<file path="config.mk">
export PLATFORM = sky130hd
export DESIGN_NAME = fetch_unit
export DESIGN_NICKNAME = d
export VERILOG_FILES = /design/src/rtl/fetch_unit.sv
export SDC_FILE = /design/constraint.sdc
export NUM_CORES = 1
export LEC_CHECK = 0
export CAP_MARGIN = 20
export CORE_ASPECT_RATIO = 0.9
export CORE_MARGIN = 2
export CORE_UTILIZATION = 40
export CTS_CLUSTER_DIAMETER = 50
export DETAILED_ROUTE_END_ITERATION = 12
export PLACE_DENSITY = 0.67
export SLEW_MARGIN = 20
export SYNTH_ARGS = -nofsm -noshare
export SYNTH_HDL_FRONTEND = slang
export SYNTH_SLANG_ARGS = --single-unit
</file>
<file path="constraint.sdc">
create_clock -name clk -period 7.11 [get_ports clk]
set_input_delay 1.0665 -clock clk [delete_from_list [all_inputs] [get_ports clk]]
set_output_delay 1.0665 -clock clk [all_outputs]
set_load 0.02 [all_outputs]
</file>
<file path="src/rtl/fetch_unit.sv">
// fetch_unit: instruction fetch stage between the PC register and decode.
// Ports: clk, rst_n (async, active-low); redirect/redirect_pc restart fetch;
//   imem_req/imem_addr/imem_gnt issue word requests, imem_rvalid/imem_rdata return
//   them in order; if_valid/if_pc/if_instr/if_ready hand {pc, instr} to decode.
// Optional IF_PERF_CNT_EN adds perf_fetch_cnt and perf_discard_cnt outputs.
module fetch_unit #(
  parameter logic [31:0] RESET_PC = 32'h0000_0000,
  parameter int DEPTH = 2
) (
  input  logic        clk,
  input  logic        rst_n,
  input  logic        redirect,
  input  logic [31:0] redirect_pc,
  output logic        imem_req,
  output logic [31:0] imem_addr,
  input  logic        imem_gnt,
  input  logic        imem_rvalid,
  input  logic [31:0] imem_rdata,
  output logic        if_valid,
  output logic [31:0] if_pc,
  output logic [31:0] if_instr,
  input  logic        if_ready
`ifdef IF_PERF_CNT_EN
  ,
  output logic [31:0] perf_fetch_cnt,
  output logic [31:0] perf_discard_cnt
`endif
);
  localparam int PW = $clog2(DEPTH);
  localparam int CW = PW + 1;
  typedef enum logic [1:0] {IDLE, RUN, DRAIN} state_t;
  state_t state, state_next;
  logic [31:0] fetch_pc;
  logic [CW-1:0] outstanding, out_next, discard, discard_next, fifo_count;
  logic [CW:0] load;
  logic [31:0] aq [DEPTH];
  logic [31:0] pc_q [DEPTH];
  logic [31:0] ins_q [DEPTH];
  logic [PW-1:0] aq_wr, aq_rd, wr_ptr, rd_ptr;
  logic grant, drop, push, pop;
  logic unused_pc_bits;
  assign unused_pc_bits = ^redirect_pc[1:0];
  assign grant = imem_req & imem_gnt;
  // A response in the redirect cycle belongs to the old stream, so it is dropped too.
  assign drop = imem_rvalid & (redirect | (discard != '0));
  assign push = imem_rvalid & ~drop;
  assign pop = if_valid & if_ready;
  assign out_next = outstanding + CW'(grant) - CW'(imem_rvalid);
  assign discard_next = redirect ? out_next : (drop ? discard - CW'(1) : discard);
  assign load = {1'b0, outstanding} + {1'b0, fifo_count};
  always_ff @(posedge clk or negedge rst_n)
    if (!rst_n) state <= IDLE;
    else state <= state_next;
  always_comb begin
    state_next = state;
    if (redirect) state_next = (out_next == '0) ? RUN : DRAIN;
    else if (state == IDLE) state_next = RUN;
    else if (state == DRAIN && discard_next == '0) state_next = RUN;
  end
  always_comb begin
    imem_req = (state == RUN) && (load < (CW+1)'(DEPTH));
    imem_addr = fetch_pc;
    if_valid = fifo_count != '0;
    if_pc = pc_q[rd_ptr];
    if_instr = ins_q[rd_ptr];
  end
  always_ff @(posedge clk or negedge rst_n) begin
    if (!rst_n) begin
      fetch_pc <= RESET_PC;
      outstanding <= '0;
      discard <= '0;
      fifo_count <= '0;
      aq_wr <= '0;
      aq_rd <= '0;
      wr_ptr <= '0;
      rd_ptr <= '0;
      for (int i = 0; i < DEPTH; i++) begin
        aq[i] <= '0;
        pc_q[i] <= '0;
        ins_q[i] <= '0;
      end
    end else begin
      outstanding <= out_next;
      discard <= discard_next;
      if (redirect) fetch_pc <= {redirect_pc[31:2], 2'b00};
      else if (grant) fetch_pc <= fetch_pc + 32'd4;
      if (grant) begin
        aq[aq_wr] <= fetch_pc;
        aq_wr <= aq_wr + PW'(1);
      end
      // Every response, kept or dropped, retires its address queue entry.
      if (imem_rvalid) aq_rd <= aq_rd + PW'(1);
      if (push) begin
        pc_q[wr_ptr] <= aq[aq_rd];
        ins_q[wr_ptr] <= imem_rdata;
        wr_ptr <= wr_ptr + PW'(1);
      end
      if (redirect) begin
        rd_ptr <= wr_ptr;
        fifo_count <= '0;
      end else begin
        rd_ptr <= rd_ptr + PW'(pop);
        fifo_count <= fifo_count + CW'(push) - CW'(pop);
      end
    end
  end
`ifdef IF_PERF_CNT_EN
  // An entry popped in the redirect cycle was delivered, so it is not counted as flushed.
  always_ff @(posedge clk or negedge rst_n) begin
    if (!rst_n) begin
      perf_fetch_cnt <= '0;
      perf_discard_cnt <= '0;
    end else begin
      perf_fetch_cnt <= perf_fetch_cnt + 32'(pop);
      perf_discard_cnt <= perf_discard_cnt + 32'(drop) +
                          (redirect ? 32'(fifo_count) - 32'(pop) : 32'd0);
    end
  end
`endif
`ifndef SYNTHESIS
  a_rvalid_outstanding: assert property (@(posedge clk) disable iff (!rst_n)
    imem_rvalid |-> outstanding != '0)
    else $error("imem_rvalid with no outstanding request");
`endif
endmodule

</file>
==> results.md, run 1 <==
- First-pass GRT wire length: 38,620 microns
- Post-CTS setup buffer count: 0
- Worst min path class: reg -> reg
- Initial drt markers: between 300 and 400
- WL/cell: 17.46 microns
- Slew Limit Fails: 0
- Top cells by area, synth: dfrtp_1 (54%), mux2_2 (17%), mux2_4 (4.2%)
- Leading area contributor after synthesis: dfrtp_1
- Pwr/cell area: 467.8 nW/um^2
- Post-synthesis async set-or-reset flop share: 1.000
- DR vias: 6,978
- Final Hold Slack: 0.4731 ns
- Residual DRC: 0
- Top FF cell, synth: dfrtp_1
- Crit-path max FO: 15
- Register area share after synthesis: 0.5437
- TritonCTS clock tree: yes
- Ant diodes: 0
- Final setup TNS: 0 ns
- Post-placement cell count: around 1,300
- Peak Freq: 251.1 MHz
- Remaining global-route overflow: 0
- H-tree depth: 1
- Chip width: ~170 microns
- Initial antenna violation count: 0
- Avg Cell Area, Syn: 12.34 sq um
- Post-synth EDFFs: 0
- Synthesis-to-finish area growth: 26.66%
- Core ar.: 25,320 sq um
- FF+latch count, synth: 226
- Fin crit period: 3.982 ns
- Slew HR: 0.2520
- CP required: between 6 and 7 ns
- Combinational power share: 0.409
- Share of cells above drive strength 1: 0.2453
- Switching power: slightly above 2000 uW
- Worst-path clk slew: 0.06 ns
- CP endpoint kind: output pin
- Clock power share: 0.235
- Routed Antenna Nets: 0
- YS warnings: 0
- Row cnt: 55
- Library cells used by synthesis: 55
- Top cell type's share of synthesized area: 0.5437
- Total chip power: 6163 uW
- Critical Path Start Type: flip-flop
- Hold Vio Cnt, Final: 0
- Setup violators final: 0
- Fin nets: 1,068
- Worst path arrival time: a little under 3 ns
- Initial core utilization: 0.4107
- Maxcap violations: 0
- Die Span Y: about 160 microns
- Clock latency on the worst-skew pair: ~0.51 ns
- Total CTS buffers: 27
- Status: finished clean
- Total die area: 27,310 sq um
- RSZ-0062 raised after global routing: false
- Worst Skew: about 0.011 ns
- Worst VDD drop: 0.0001578 V
- # resized after CTS: 0
- Switching Fraction: 0.3309
- Vias in the first global route: 6,972
- Fin crit share: 0.5601
- Post-CTS Hold Buffers: 0
- Longest Clk Path Bufs: 3
- Largest net degree at the start of global routing: 95
- Port Buffer Count: 161
- Vias/cell: 5.157
- GPL Wtd Cong: 0.7917
- Post-Synthesis Cells: 843
- Sink Count: 226
- LEAKAGE: about 0.0057 uW
- Seq pwr share: 0.356
- Root buf cell: clkbuf_16
- Num ports: 168
- Slew @ Worst Pin: 1.122 ns
- Routed WL: between 20,000 and 25,000 microns
- Post-DP HPWL: 15,650 microns
- Mapped Area: 10,400 sq um
- DR pass1 iterations: 4
- Crit Path Category: reg -> out
- P_int: 4124 uW
- GRT Overall Usage: 0.1749
- Non-Filler Instances: about 1,400
worst max-delay path, stage by stage (launching register included):
cell and delay [ns]:
dfrtp_1 0.39, and2_1 0.17, fa_1 0.45, or4b_4 0.59
inv_6 0.16, clkdlybuf4s50_1 0.63
registers in the layout, summed over array words and instances (netlist names), 2 cells and up:
| name | flops |
|---|---|
| ins_q | 64 |
| aq | 60 |
| outstanding | 2 |
| fifo_count | 2 |
| pc_q | 60 |
| discard | 2 |
| imem_addr | 30 |
| state | 2 |
cell usage after synthesis, types with 2 or more instances:
cell,number
clkbuf_1,33
and4_1,9
mux2i_1,31
buf_6,2
nand3b_1,2
ha_1,6
a21oi_1,31
nand4_1,13
a31oi_1,16
nor2b_1,5
buf_12,4
mux2_2,155
inv_1,7
buf_2,9
xnor2_1,9
dfrtp_1,226
or3_1,6
nor2_1,50
o31ai_1,11
nand3_1,11
nor4_1,2
and3_1,5
o21ai_0,55
and2_1,5
buf_4,4
xor2_1,7
nand2_1,63
or4_1,11
mux2_4,29
layer usage:
metal / vias up / part of all wire / GRT usage / wire [microns]
li1: 3323 / - / - / -
met3: 25 / 0.052 / 0.03068 / 1221
met2: 200 / 0.43 / 0.2631 / 10210
met4: 0 / 0.014 / 0.03201 / 322
met1: 3430 / 0.50 / 0.2664 / 11870
met5: - / 0 / 0 / 0
cell type report:
class | count | area [sq um]
clock buffers | 35 | 745.7
flip-flops and latches | 226 | 5657
fillers | 2234 | 12150
repair buffers | 171 | 1692
clock inverters | 14 | 211.5
inverters | 9 | 38.79
multi-input cells | 556 | 4402
well taps | 342 | 427.9
worst paths after layout:
| check | slack (ns) | end | depth (start not counted) | startpoint |
|---|---|---|---|---|
| setup / recovery | 3.13 | imem_req | 5 | fifo_count[0]$_DFF_PN0_ |
| hold / removal | 0.47 | pc_q[26]$_DFFE_PN0P_ | 2 | pc_q[26]$_DFFE_PN0P_ |
| setup reg to reg | 3.93 | aq[21]$_DFFE_PN0P_ | 6 | fifo_count[0]$_DFF_PN0_ |
| hold reg to reg | 0.47 | pc_q[26]$_DFFE_PN0P_ | 2 | pc_q[26]$_DFFE_PN0P_ |
| max in group asynchronous | 5.13 | aq[19]$_DFFE_PN0P_ | 2 | rst_n |
| min in group asynchronous | 0.56 | ins_q[48]$_DFFE_PN0P_ | 1 | rst_n |
metrics by stage:
step                utilization  cell area [sq um]  setup WS, ns
finish                   0.5202              13170         3.128
global route             0.5202              13170         3.044
CTS                      0.5202              13170         3.104
detailed placement       0.4824              12220         3.242
global placement         0.4824              12220         3.262
floorplan                     -              10410         4.290
cells by family after synthesis:
logic type,synth area share
compound gates,0.06544
mux,0.2395
buf+inv,0.03488
xor+xnor,0.01347
flops,0.5437
simple gates,0.09347
fa+ha+maj,0.009142
other cells,0.0003605
placed cells by master, fill, tap and decap left out, types with 13 or more instances in the layout:
| master | netlist | layout |
|---|---|---|
| a21oi_1 | 31 | 31 |
| a31oi_1 | 16 | 16 |
| clkbuf_16 | 0 | 27 |
| clkdlybuf4s50_1 | 0 | 160 |
| dfrtp_1 | 226 | 225 |
| mux2_2 | 155 | 155 |
| mux2_4 | 29 | 29 |
| mux2i_1 | 31 | 31 |
| nand2_1 | 63 | 63 |
| nand4_1 | 13 | 13 |
| nor2_1 | 50 | 49 |
| o21ai_0 | 55 | 55 |
power groups by stage:
stage,Clock [uW],Sequential [uW],Combinational [uW]
detailed placement,0,2220,2540
floorplan,0,2100,1710
finish,1450,2190,2520
global placement,0,2190,2510
global route,1550,2280,2720
CTS,1490,2200,2560
(Power assumes the default switching activity.)
==> run 2: changes to the inputs <==
--- a/config.mk
+++ b/config.mk
@@ -11,7 +11,7 @@
 export CORE_UTILIZATION = 40
 export CTS_CLUSTER_DIAMETER = 50
 export DETAILED_ROUTE_END_ITERATION = 12
-export PLACE_DENSITY = 0.67
+export PLACE_DENSITY = 0.69
 export SLEW_MARGIN = 20
 export SYNTH_ARGS = -nofsm -noshare
 export SYNTH_HDL_FRONTEND = slang
==> constraint.sdc (replaced) <==
create_clock -name clk -period 3.2 [get_ports clk]
set_input_delay 0.48 -clock clk [delete_from_list [all_inputs] [get_ports clk]]
set_output_delay 0.48 -clock clk [all_outputs]
set_load 0.02 [all_outputs]
==> results.md, run 2 (same netlist as run 1, synthesis figures left out) <==
- Initial drt markers: 466 (+17%)
- Die Span Y: 157.0 microns (unchanged)
- Hold Vio Cnt, Final: 7 (+7)
- Combinational power share: 0.413 (+0.004)
- CP startpoint: fifo_count[0]$_DFF_PN0_
- Slew @ Worst Pin: 0.9545 ns (-0.1676 ns)
- Largest net degree at the start of global routing: 103 (+8.4%)
- Critical R2R Launch: fifo_count[0]$_DFF_PN0_
- Share of cells above drive strength 1: 0.2498 (+0.004452)
- Residual DRC: 0 (unchanged)
- Slew Limit Fails: 0 (unchanged)
- Vias/cell: 5.171 (+0.27%)
- Final Hold Slack: -0.01900 ns (-0.4921 ns)
- Longest Clk Path Bufs: 3 (unchanged)
- Clock power share: 0.226 (-0.009)
- First-pass GRT wire length: 39,500 microns (+2.3%)
- Multi-input gate area: 4402 sq um (unchanged)
- Slew HR: 0.3637 (+0.1117)
- Worst path slowest cell: or4b_4
- RSZ-0062 raised after global routing: false
- Synthesis-to-finish area growth: 27.01%
- Worst VDD drop: 0.0004968 V (+210%)
- Status: complete, but fails checks
- H-tree depth: 1 (unchanged)
- Non-Filler Instances: 1,355 (+0.15%)
- Total CTS buffers: 27 (unchanged)
- Register-to-Register Path Depth: 12 (+6)
- P_int: 9010 uW (+120%)
- Setup violators final: 0 (unchanged)
- Routed WL: 23,660 microns (+0.14%)
- Switching power: 4616 uW (+130%)
- Remaining global-route overflow: 0 (unchanged)
- Worst Skew: 0.01638 ns (+0.005254 ns)
- Cell Chain, Critical Path: and2_1 -> fa_1 -> or4b_4 -> inv_6 -> buf_6 -> clkdlybuf4s15_2
- Row cnt: 55 (unchanged)
- Crit Path Category: reg -> out
- TritonCTS clock tree: yes
- Number of cells on the critical path: 6 (+1)
- Total die area: 27,310 sq um (unchanged)
- Commonest non-fill, non-tap cell in the layout: dfrtp_1
- Post-DP HPWL: 15,450 microns (-1.3%)
- Largest regs: ins_q: 64 flops, aq: 60 flops, pc_q: 60 flops
- CP endpoint kind: output pin
- Worst path arrival time: 2.64 ns (-0.28 ns)
- Violated checks: negative hold slack
- Peak Freq: 320.9 MHz
- CP required: 2.72 ns (-3.32 ns)
- Post-CTS setup buffer count: 0 (unchanged)
- Worst min path class: in -> async
- Critical path's top delay family: simple AND/OR/NAND/NOR gates
- LEAKAGE: 0.005712 uW (+0.33%)
- Critical register-to-register path endpoint: state[0]$_DFFE_PN0P_
- DR vias: 7,007 (+0.42%)
- Maxcap violations: 0 (unchanged)
- Fin crit period: between 3 and 4 ns
- GPL Wtd Cong: 0.8064 (+1.9%)
- Clock latency on the worst-skew pair: 0.52 ns (about the same)
- Worst Setup EP: imem_req
- Internal reg-to-reg setup slack: 0.23 ns (-3.70 ns)
- Largest register FFs: 64 (unchanged)
- Most frequent cells in the layout: dfrtp_1 (224), clkdlybuf4s50_1 (159), mux2_2 (155)
- Top reg by flops: ins_q
- Pwr/cell area: 1031 nW/um^2 (+120%)
- Root buf cell: clkbuf_16
- Filler instances: 2,244 (+0.45%)
- Chip width: 174.0 microns (unchanged)
- Total chip power: 13,630 uW (+120%)
- Worst-path clk slew: 0.06 ns (about the same)
- GRT Overall Usage: 0.1779 (+0.003031)
- Final setup TNS: 0 ns (unchanged)
- CP bufs+invs: 3 (+1)
- Initial antenna violation count: 0 (unchanged)
- Sink Count: 226 (unchanged)
- Crit-path max FO: 14 (-1)
- Seq pwr share: 0.361 (+0.005)
- Max stage delay on crit path: 0.58 ns (-0.05 ns)
- DR pass1 iterations: 4 (unchanged)
- Port Buffer Count: 161 (unchanged)
- Register Area: 5658 sq um (about the same)
- Initial core utilization: 0.4107 (unchanged)
- Fin nets: 1,069 (+0.094%)
- Critical Path Start Type: flip-flop
- Ant diodes: 0 (unchanged)
- Num ports: 168 (unchanged)
- WL/cell: 17.46 microns (about the same)
- Post-placement cell count: 1,305 (+0.077%)
- Switching Fraction: 0.3388 (+0.007891)
- Vias in the first global route: 7,159 (+2.7%)
- Routed Antenna Nets: 0 (unchanged)
- Core ar.: 25,320 sq um (unchanged)
- Fin crit share: 0.9737
run 2: final cells by class:
cell class / count / area share
flip-flops and latches: 226 / 0.4283
multi-input cells: 556 / 0.3332
repair buffers: 172 / 0.1337
clock buffers: 32 / 0.05408
well taps: 342 / 0.03239
clock inverters: 18 / 0.01534
inverters: 9 / 0.002936
run 2: layer usage:
metal | share of wire | vias to the layer above | track usage
met4 | 0.022 | 0 | 0.04042
met3 | 0.060 | 39 | 0.03454
li1 | - | 3322 | -
met2 | 0.43 | 224 | 0.2681
met5 | 0 | - | 0
met1 | 0.49 | 3422 | 0.2653
run 2: power groups by stage:
stage / clock, uW / combinational, uW / sequential [uW]
4_1_cts: 3140 / 5690 / 4930
5_1_grt: 3280 / 6070 / 5120
2_1_floorplan: 0 / 3790 / 4670
6_report: 3070 / 5630 / 4920
3_3_place_gp: 0 / 5560 / 4900
3_5_place_dp: 0 / 5650 / 4970
run 2: worst min-delay path by stage:
stage | start | to | slack [ns]
after detailed placement | pc_q[15]$_DFFE_PN0P_ | pc_q[15]$_DFFE_PN0P_ | 0.46
after floorplan | rst_n | aq[10]$_DFFE_PN0P_ | 0.18
after CTS | rst_n | ins_q[17]$_DFFE_PN0P_ | 0.03
after global placement | pc_q[11]$_DFFE_PN0P_ | pc_q[11]$_DFFE_PN0P_ | 0.46
after global routing | rst_n | ins_q[17]$_DFFE_PN0P_ | 0.04
final | rst_n | ins_q[17]$_DFFE_PN0P_ | -0.02
run 2: through the flow:
step           hold WS, ns  cell area (sq um)    util  worst slack, ns
3_3_place_gp        0.4551              12290  0.4852           0.2475
6_report          -0.01900              13210  0.5216          0.08421
3_5_place_dp        0.4643              12290  0.4852           0.1764
2_1_floorplan       0.1844              10410       -           0.3799
5_1_grt            0.04329              13210  0.5216        0.0005989
4_1_cts            0.03373              13210  0.5215          0.02285
run 2: timing repair:
action,CTS,global route
hold buffers,0,0
setup endpoints to repair,1,1
gates resized for setup,3,2
==> run 3: changes to the inputs <==
--- a/config.mk
+++ b/config.mk
@@ -5,11 +5,11 @@
 export SDC_FILE = /design/constraint.sdc
 export NUM_CORES = 1
 export LEC_CHECK = 0
+export ABC_AREA = 0
 export CAP_MARGIN = 20
 export CORE_ASPECT_RATIO = 0.9
 export CORE_MARGIN = 2
 export CORE_UTILIZATION = 40
-export CTS_CLUSTER_DIAMETER = 50
 export DETAILED_ROUTE_END_ITERATION = 12
 export PLACE_DENSITY = 0.69
 export SLEW_MARGIN = 20
==> results.md, run 3 (same netlist as run 1, synthesis figures left out) <==
- First-pass GRT wire length: 38,930 microns (-1.5%)
- CP endpoint kind: output pin
- RSZ-0062 raised after global routing: false
- Num ports: 168 (unchanged)
- Fin crit share: 0.9693 (-0.004400)
- Largest register FFs: 64 (unchanged)
- Chip width: 174.0 microns (unchanged)
- Slew HR: 0.3689 (+0.005269)
- Fin crit period: 3.102 ns (-0.01408 ns)
- Routed Antenna Nets: 0 (unchanged)
- Total CTS buffers: 25 (-7.4%)
- Crit Path Category: reg -> out
- Synthesis-to-finish area growth: 25.47%
- Remaining global-route overflow: 0 (unchanged)
- Post-CTS Hold Buffers: 0 (unchanged)
- Root buf cell: clkbuf_16
- Hold Vio Cnt, Final: 0 (-7)
- Sink Count: 226 (unchanged)
- Critical Path Start Type: flip-flop
- Slew @ Worst Pin: 0.9466 ns (-0.007904 ns)
- Pre-CTS WS: 0.1764 ns (unchanged)
- Residual DRC: 0 (unchanged)
- TritonCTS clock tree: yes
- Post-CTS setup buffer count: 0 (unchanged)
- Status: finished clean
- Top reg by flops: ins_q
- Total die area: 27,310 sq um (unchanged)
- Fin nets: 1,067 (-0.19%)
- Maxcap violations: 0 (unchanged)
- LEAKAGE: 0.005640 uW (-1.3%)
- Row cnt: 55 (unchanged)
- Setup violators final: 0 (unchanged)
- Share of cells above drive strength 1: 0.2403 (-0.009435)
- Largest regs: ins_q: 64 flops, aq: 60 flops, pc_q: 60 flops
- Largest net degree at the start of global routing: 103 (unchanged)
- Worst VDD drop: 0.0004799 V (-3.4%)
- DR pass1 iterations: 4 (unchanged)
- Slew Limit Fails: 0 (unchanged)
- Initial antenna violation count: 0 (unchanged)
- GPL Wtd Cong: 0.8064 (unchanged)
- Peak Freq: 322.4 MHz (+0.45%)
- WL/cell: 17.43 microns (-0.16%)
- Post-DP HPWL: 15,450 microns (unchanged)
- Core ar.: 25,320 sq um (unchanged)
- GRT Overall Usage: 0.1760 (-0.001883)
- CP required: 2.72 ns (about the same)
- Worst Skew: 0.01274 ns (-0.003638 ns)
- Commonest non-fill, non-tap cell in the layout: dfrtp_1
- Setup WS post-layout: 0.09829 ns (+0.01408 ns)
- Most frequent cells in the layout: dfrtp_1 (224), clkdlybuf4s50_1 (159), mux2_2 (155)
- Routed WL: 23,520 microns (-0.60%)
- Filler instances: 2,266 (+0.98%)
- H-tree depth: 1 (unchanged)
- Final setup TNS: 0 ns (unchanged)
- Initial drt markers: 380 (-18%)
- Crit-path max FO: 14 (unchanged)
- Vias/cell: 5.134 (-0.72%)
- Initial core utilization: 0.4107 (unchanged)
- Worst path arrival time: 2.62 ns (-0.02 ns)
- DR vias: 6,926 (-1.2%)
- Vias in the first global route: 7,102 (-0.80%)
- Clock latency on the worst-skew pair: 0.51 ns (about the same)
- Worst min path class: in -> async
- Worst-path clk slew: 0.06 ns (about the same)
- Pwr/cell area: 1012 nW/um^2 (-1.9%)
- Port Buffer Count: 161 (unchanged)
- Die Span Y: 157.0 microns (unchanged)
- Longest Clk Path Bufs: 3 (unchanged)
- Ant diodes: 0 (unchanged)
## run 3: changes by cell type in the layout (fill, tap and decap cells not counted), moves of 3 or more
cell / previous run / this run
bufinv_16: 3 / 0
clkbuf_8: 2 / 5
clkinv_4: 3 / 0
clkbuf_1: 3 / 8
## run 3: timing repair
action                                  4_1_cts  5_1_grt
gates resized for setup                       3        2
endpoints found under the setup margin        1        2
cloned                                        0        0
## run 3: final cells by class
class                   count  area (sq um)  share of cell area
clock buffers              38         724.4             0.05551
well taps                 342         427.9             0.03279
repair buffers            172          1767              0.1354
flip-flops and latches    226          5658              0.4336
inverters                   9         38.79            0.002972
multi-input cells         556          4402              0.3373
clock inverters             6         32.53            0.002493
## run 3: metal layers
layer  up-vias  GRT usage  wire length [microns]
met5         -          0                      0
met4         0    0.03641                    402
met3        28    0.03116                   1378
met2       196     0.2671                  10100
met1      3392     0.2642                  11640
li1       3310          -                      -
## run 3: critical path: stages (launching register included)
cell and delay, ns:
dfrtp_1 0.39, and2_1 0.18, fa_1 0.43, or4b_4 0.58, inv_6 0.09, buf_6 0.16
clkdlybuf4s15_2 0.28
## run 3: report_power, final
| part | leakage (uW) | internal, uW | switching [uW] |
|---|---|---|---|
| clock network | 0.000373 | 1550 | 1110 |
| logic | 0.00253 | 3040 | 2590 |
| registers | 0.00274 | 4110 | 807 |
## run 3: path summary, 6_finish.rpt
| path | start | endpoint | slack [ns] | cells after the start |
|---|---|---|---|---|
| max | fifo_count[0]$_DFF_PN0_ | imem_req | 0.1 | 6 |
| min | rst_n | ins_q[17]$_DFFE_PN0P_ | 0.006 | 1 |
| max reg2reg | fifo_count[0]$_DFF_PN0_ | state[0]$_DFFE_PN0P_ | 0.23 | 12 |
| min reg2reg | pc_q[7]$_DFFE_PN0P_ | pc_q[7]$_DFFE_PN0P_ | 0.47 | 2 |
| max in group asynchronous | rst_n | ins_q[48]$_DFFE_PN0P_ | 2.33 | 2 |
| min in group clk | pc_q[7]$_DFFE_PN0P_ | pc_q[7]$_DFFE_PN0P_ | 0.47 | 2 |
## run 3: through the flow
stage,power [uW],util,instance area (sq um),std cells,hold slack (ns)
floorplan,8460,-,10410,846,0.1844
global placement,10460,0.4852,12290,1305,0.4551
detailed placement,10620,0.4852,12290,1305,0.4643
CTS,13330,0.5152,13050,1349,0.04098
global route,14020,0.5153,13050,1349,0.06229
finish,13210,0.5153,13050,1349,0.005773
